===== config.mk =====
export PLATFORM = sky130hd
export DESIGN_NAME = clock_mode_ctrl
export DESIGN_NICKNAME = d
export VERILOG_FILES = /design/src/rtl/clock_mode_ctrl.sv
export SDC_FILE = /design/constraint.sdc
export NUM_CORES = 1
export LEC_CHECK = 0
export ABC_AREA = 1
export CAP_MARGIN = 20
export CORE_ASPECT_RATIO = 1.4
export CORE_MARGIN = 3
export CORE_UTILIZATION = 33
export DETAILED_ROUTE_END_ITERATION = 10
export SYNTH_ARGS = -nofsm -noshare
export SYNTH_HDL_FRONTEND = slang
export SYNTH_SLANG_ARGS = --single-unit
export TNS_END_PERCENT = 30

===== constraint.sdc =====
create_clock -name CLK -period 4.4 [get_ports CLK]
set_input_delay 0.88 -clock CLK [delete_from_list [all_inputs] [get_ports CLK]]
set_output_delay 0.88 -clock CLK [all_outputs]
set_load 0.01 [all_outputs]

===== src/rtl/clock_mode_ctrl.sv =====
// Time-of-day keeper with a run / set-hour / set-minute mode FSM.
// It also produces a blink enable for the field that is being adjusted.
module clock_mode_ctrl #(
    parameter int BLINK_HALF = 500,
    parameter int HOUR_MOD   = 24
) (
    input  logic       CLK,
    input  logic       RST,
    input  logic       ENABLE_Hz,
    input  logic       ENABLE_kHz,
    input  logic       MODE,
    input  logic       UP,
    output logic [4:0] HOUR,
    output logic [5:0] MIN,
    output logic [5:0] SEC,
    output logic [1:0] STATE,
    output logic       BLINK
);

    typedef enum logic [1:0] {
        RUN      = 2'b00,
        SET_HOUR = 2'b01,
        SET_MIN  = 2'b10,
        ILLEGAL  = 2'b11
    } state_t;

    localparam int CNT_W = (BLINK_HALF > 1) ? $clog2(BLINK_HALF) : 1;
    localparam logic [CNT_W-1:0] CNT_MAX = CNT_W'(BLINK_HALF - 1);

    logic [1:0]       state_q, state_d;
    logic [4:0]       hour_q, hour_d;
    logic [5:0]       min_q, min_d;
    logic [5:0]       sec_q, sec_d;
    logic             blink_q, blink_d;
    logic [CNT_W-1:0] bcnt_q, bcnt_d;

    function automatic logic [5:0] inc60(input logic [5:0] v);
        return (v == 6'd59) ? 6'd0 : v + 6'd1;
    endfunction

    function automatic logic [4:0] inc_hour(input logic [4:0] v);
        return (v == 5'(HOUR_MOD - 1)) ? 5'd0 : v + 5'd1;
    endfunction

    always_comb begin
        state_d = state_q;
        hour_d  = hour_q;
        min_d   = min_q;
        sec_d   = sec_q;
        blink_d = blink_q;
        bcnt_d  = bcnt_q;

        // Free-running blink advance; the state cases below override it.
        if (ENABLE_kHz) begin
            if (bcnt_q == CNT_MAX) begin
                bcnt_d  = '0;
                blink_d = ~blink_q;
            end else begin
                bcnt_d = bcnt_q + CNT_W'(1);
            end
        end

        case (state_q)
            RUN: begin
                blink_d = 1'b0;
                bcnt_d  = '0;
                if (ENABLE_Hz) begin
                    sec_d = inc60(sec_q);
                    if (sec_q == 6'd59) begin
                        min_d = inc60(min_q);
                        if (min_q == 6'd59) begin
                            hour_d = inc_hour(hour_q);
                        end
                    end
                end
                if (MODE) begin
                    state_d = SET_HOUR;
                    blink_d = 1'b1;
                end
            end
            SET_HOUR: begin
                if (MODE) begin
                    state_d = SET_MIN;
                    blink_d = 1'b1;
                    bcnt_d  = '0;
                end else if (UP) begin
                    hour_d  = inc_hour(hour_q);
                    blink_d = 1'b1;
                    bcnt_d  = '0;
                end
            end
            SET_MIN: begin
                if (MODE) begin
                    state_d = RUN;
                    sec_d   = 6'd0;
                    blink_d = 1'b0;
                    bcnt_d  = '0;
                end else if (UP) begin
                    min_d   = inc60(min_q);
                    blink_d = 1'b1;
                    bcnt_d  = '0;
                end
            end
            default: begin
                // Unreachable encoding: recover to RUN, leave time alone.
                state_d = RUN;
                blink_d = 1'b0;
                bcnt_d  = '0;
            end
        endcase
    end

    always_ff @(posedge CLK or posedge RST) begin
        if (RST) begin
            state_q <= RUN;
            hour_q  <= 5'd0;
            min_q   <= 6'd0;
            sec_q   <= 6'd0;
            blink_q <= 1'b0;
            bcnt_q  <= '0;
        end else begin
            state_q <= state_d;
            hour_q  <= hour_d;
            min_q   <= min_d;
            sec_q   <= sec_d;
            blink_q <= blink_d;
            bcnt_q  <= bcnt_d;
        end
    end

    assign HOUR  = hour_q;
    assign MIN   = min_q;
    assign SEC   = sec_q;
    assign STATE = state_q;
    assign BLINK = blink_q;

endmodule


## Word-level counts from Yosys, hierarchy flattened

Index checks and enable logic that the tools add are counted.

- Add/subtract/negate cells: 4
- Eq/ne operators: 17
- Mux-type cells: 33
- Bitwise gates (word level): 1
- Reductions and logical operators: 8

Operators with widths:

| operator | count |
|---|---|
| 6-bit 2-to-1 mux | 8 |
| 9-bit 2-to-1 mux | 5 |
| 5-bit 2-to-1 mux | 6 |
| 6-bit one-hot mux with 2 select lines | 2 |
| 2-bit inequality test (second input constant) | 10 |
| 6-bit by 1-bit adder with 6-bit output (second input constant) | 2 |
| 6-bit equality test (second input constant) | 2 |
| 5-bit one-hot mux with 2 select lines | 1 |
| 9-bit by 1-bit adder with 9-bit output (second input constant) | 1 |
| 9-bit equality test (second input constant) | 1 |
| 1-bit 2-to-1 mux | 6 |
| 2-bit 2-to-1 mux | 3 |
| 2-bit one-hot mux with 3 select lines | 1 |
| 3-bit AND reduction | 2 |
| 6-bit AND reduction | 1 |
| 5-bit by 1-bit adder with 5-bit output (second input constant) | 1 |
| 5-bit equality test (second input constant) | 1 |
| 5-bit AND reduction | 1 |
| 4-bit by 1-bit inequality test with 1-bit output (second input constant) | 1 |
| 2-bit nonzero test | 2 |
| 1-bit one-hot mux with 3 select lines | 1 |
| 2-bit by 1-bit equality test with 1-bit output (second input constant) | 1 |
| 2-bit equality test (second input constant) | 1 |
| 2-bit zero test | 1 |
| other kinds (2) | 2 |

- Register bits: 29
- Input bits: 6
- Output and inout bits: 20
- Logic and storage cells: 69

## Logic depth before layout (Yosys ltp)

- Depth after elaboration: 6
- Depth in mapped cells: 10
- Mapped depth without buffers: 10

## Worst setup path before layout

OpenSTA, ideal clock, no wires.

- Path type: input to register
- Start point: in ENABLE_Hz
- End point: reg sec_q[5], in the netlist SEC[5]
- Library setup time: 0.113 ns
- Data arrival time: 1.523 ns
- Data required time: 4.287 ns
- Slack: 2.764 ns
- Stages: 9
- Buffers on the path: 0
- Cells stage by stage: inv_1 > nand2_1 > o21ai_2 > nor2_4 > nand2_2 > nand2_1 > o21ai_0 > nand2_1 > inv_1

- Word-level cells in the longest chain between the ends: 2

RTL lines:

| item | line | source |
|---|---|---|
| from (decl) | 9 | `input logic ENABLE_Hz,` |
| 2-bit inequality test (no line) | -- |  |
| 3-bit AND reduction (no line) | -- |  |
| to (signal assigned) | 118 | `sec_q <= 6'd0;` |
| to (signal assigned) | 125 | `sec_q <= sec_d;` |
| to (decl) | 33 | `logic [5:0] sec_q, sec_d;` |

No other way between the ends.
A chain may end at the register's enable or synchronous reset.

## Worst setup path in the final report

- Start point: reg hour_q[2], in the netlist HOUR[2]
- End point: out HOUR[2]

RTL lines:

| item | line | source |
|---|---|---|
| from (decl) | 31 | `logic [4:0] hour_q, hour_d;` |
| from (signal assigned) | 123 | `hour_q <= hour_d;` |
| to (decl) | 13 | `output logic [4:0] HOUR,` |

No word-level cell between the ends.

==> impl_results.md <==
- Crit path max-delay cell type: clkdlybuf4s50_1
- First-pass GRT wire length: 6520 um
- Final ANT Viol Nets: 0
- Worst Reg2Reg Path Length in Cells: 10
- Core box area: 4917 um2
- GR Util met2: 0.2287
- Largest net degree at the start of global routing: 30
- Slowest stage delay, CP: 0.58 ns
- Initial antenna violation count: 0
- Final period util: 0.5040
- DR WL/cell: 11.57 um
- Area Overhead vs Synth: 25.09%
- Post-Route Setup TNS: 0 ns
- Max-Slew Margin vs Limit: 0.7403
- Arr. time, crit path: 1.34 ns
- Grt total ovfl: 0
- Commonest non-fill, non-tap cell in the layout: nand2_1
- FILL cells: 478
- Status: finished clean
- Sequential area share after synthesis: 0.4293
- Unrepaired setup endpoints after global routing: no
- FP Rows: 30
- Final nets: 257
- CTS root buffer: clkbuf_8
- Fmax: 450.9 MHz
- CTS buffer count: 5
- Worst-margin pin slew: 0.3895 ns
- Initial DRT Pass Iterations: 4
- Io pins: 26
- Post-CTS setup buffers: 0
- Clock Skews: 0.007093 ns
- Mapped Nets: 224
- Endpoints failing setup: 0
- Post-synthesis register bit count: 29
- Max Cap Viol: 0
- Leakage power: 0.9499 nW
- Post-Layout Cell Count: 308
- CP Capture Type: primary output
- Gpl congestion: 0.8315
- Crit-path leading delay family: buffers and inverters
- Vias/cell: 4.776
- Die X: 66.49 um
- Synth Warn #: 0
- Vias post-DR: 1471
- Inst Count DP: 300
- DP HPWL: 2705 um
- TritonCTS clock tree: built
- Worst Path Max Fanout: 7
- Clk slew on worst S/H paths: 0.07 ns
- Vias in the first global route: 1523
- Grt peak-use layer: met2
- Hold path cells: 2
- CTS Buffer Depth: 2
- Worst EP required: 3.52 ns
- H-tree Lvls: 2
- Pwr dens: 618.8 nW/um2
- Worst hold path class: reg -> reg
- Met3 Usage GRT: 0.03985
- Mean Syn Cell Area: 8.049 um2
- Worst Path Buf+Inv: 1
- Critical-path cell list: clkdlybuf4s50_1
- Fin crit period: 2.218 ns
- Post-Syn Instances: 210
- Share of cells above drive strength 1: 0.1270
- Gr usage total: 0.1379
- Port Buffer Count: 25
- Fin. max-slew vios: 0
- CTS Hold Bufs: 0
- CTS sink cnt: 29
- Clock Latency Late Sink: 0.28 ns
- Mapped cell area: 1690 um2
- M1 GR Usage: 0.1502
- Cell variety after synth: 29
- Worst vdd ir: 0.2357 mV
- Drt total wl: 3563 um
- DR DRC count: 0
- Die height: 90.69 um
- Slack of the worst reg-to-reg path: 2.68 ns
- WP depth: 1
- Final Hold Viols: 0
- Initial Util: 0.3438
- Worst setup path class: reg -> out
- CTS resizes: 0
- Die area: 6030 um2
- Setup crit start kind: flop
- Antenna cell count: 0
- WHS: 0.5377 ns
- Most frequent cells in the layout: 43 x nand2_1, 29 x dfrtp_1, 26 x inv_1
- Starting DRC count in detailed routing: 88
cell usage after synthesis:
| cell | number | area (um2) |
|---|---|---|
| inv_2 | 3 | 11.26 |
| o21bai_1 | 1 | 7.510 |
| o21ai_0 | 12 | 60.06 |
| nor2_1 | 16 | 60.06 |
| a22oi_1 | 1 | 7.510 |
| xor2_1 | 3 | 26.28 |
| nor3b_2 | 1 | 12.51 |
| nand3_4 | 1 | 17.52 |
| dfrtp_1 | 29 | 725.7 |
| o21ai_2 | 2 | 17.52 |
| inv_4 | 1 | 6.260 |
| nor3_2 | 2 | 20.02 |
| a31oi_1 | 3 | 18.77 |
| inv_1 | 26 | 97.59 |
| a21oi_1 | 11 | 55.05 |
| o31ai_1 | 1 | 7.510 |
| nand3_1 | 15 | 75.07 |
| nand2_1 | 43 | 161.4 |
| nor2_4 | 2 | 22.52 |
| a21oi_2 | 1 | 8.760 |
| nand2_2 | 7 | 43.79 |
| o21ai_1 | 8 | 40.04 |
| or2_2 | 1 | 6.260 |
| xnor2_1 | 3 | 26.28 |
| nand4_1 | 5 | 31.28 |
| nor3_1 | 1 | 5.000 |
| ha_1 | 8 | 100.1 |
| or2_1 | 2 | 12.51 |
| nor2_2 | 1 | 6.260 |
cell families (layout without fill, tap and decap cells):
kind of cell,count (synthesis),in the layout,synth area share
and+or+nand+nor,97,97,0.2805
AOI/OAI and AO/OA,40,40,0.1318
buffers and inverters,30,64,0.06810
DFF,29,29,0.4293
adders and majority gates,8,8,0.05922
xor gates and xnor gates,6,6,0.03109
final cells by class:
type / count / area, um2 / share of cell area
clock inverter: 3 / 17.52 / 0.008284
inverter: 30 / 115.1 / 0.05444
timing repair buffer: 26 / 257.7 / 0.1219
sequential: 29 / 725.7 / 0.3432
clock buffer: 5 / 68.82 / 0.03254
multi-input combinational: 151 / 849.6 / 0.4018
tap: 64 / 80.08 / 0.03787
final timing paths:
path,end,startpoint
setup / recovery,HOUR[2],HOUR[2]
hold / removal,bcnt_q[7],bcnt_q[7]
setup reg to reg,SEC[5],STATE[0]
hold reg to reg,bcnt_q[7],bcnt_q[7]
max in group asynchronous,bcnt_q[6],RST
min in group asynchronous,bcnt_q[8],RST
per-layer routing:
layer	share of wire	up-vias
met2	0.53	19
met3	0.029	6
li1	-	757
met5	0	-
met4	0.022	0
met1	0.42	689
power by group:
group / total [W] / switching (W) / internal, W / leakage [nW]
clock network: 0.000218 / 0.000109 / 0.000109 / 0.0439
logic: 0.000648 / 0.000356 / 0.000293 / 0.524
registers: 0.000442 / 0.0000920 / 0.000350 / 0.382
total: 0.00131 / 0.000557 / 0.000752 / 0.950
state kept, by name, indices dropped and copies added (netlist names):
register	flops
HOUR	5
STATE	2
MIN	6
BLINK	1
SEC	6
bcnt_q	9
stage by stage:
step | total power [W] | utilization | setup WS (ns) | cell area (um2)
after CTS | 0.001327 | 0.4300 | 2.170 | 2115
after global routing | 0.001430 | 0.4300 | 2.127 | 2115
after detailed placement | 0.001102 | 0.4125 | 2.099 | 2028
after floorplan | 0.0008494 | - | 2.764 | 1690
after global placement | 0.001097 | 0.4125 | 2.105 | 2028
final | 0.001308 | 0.4300 | 2.182 | 2115
(Power assumes the default switching activity.)
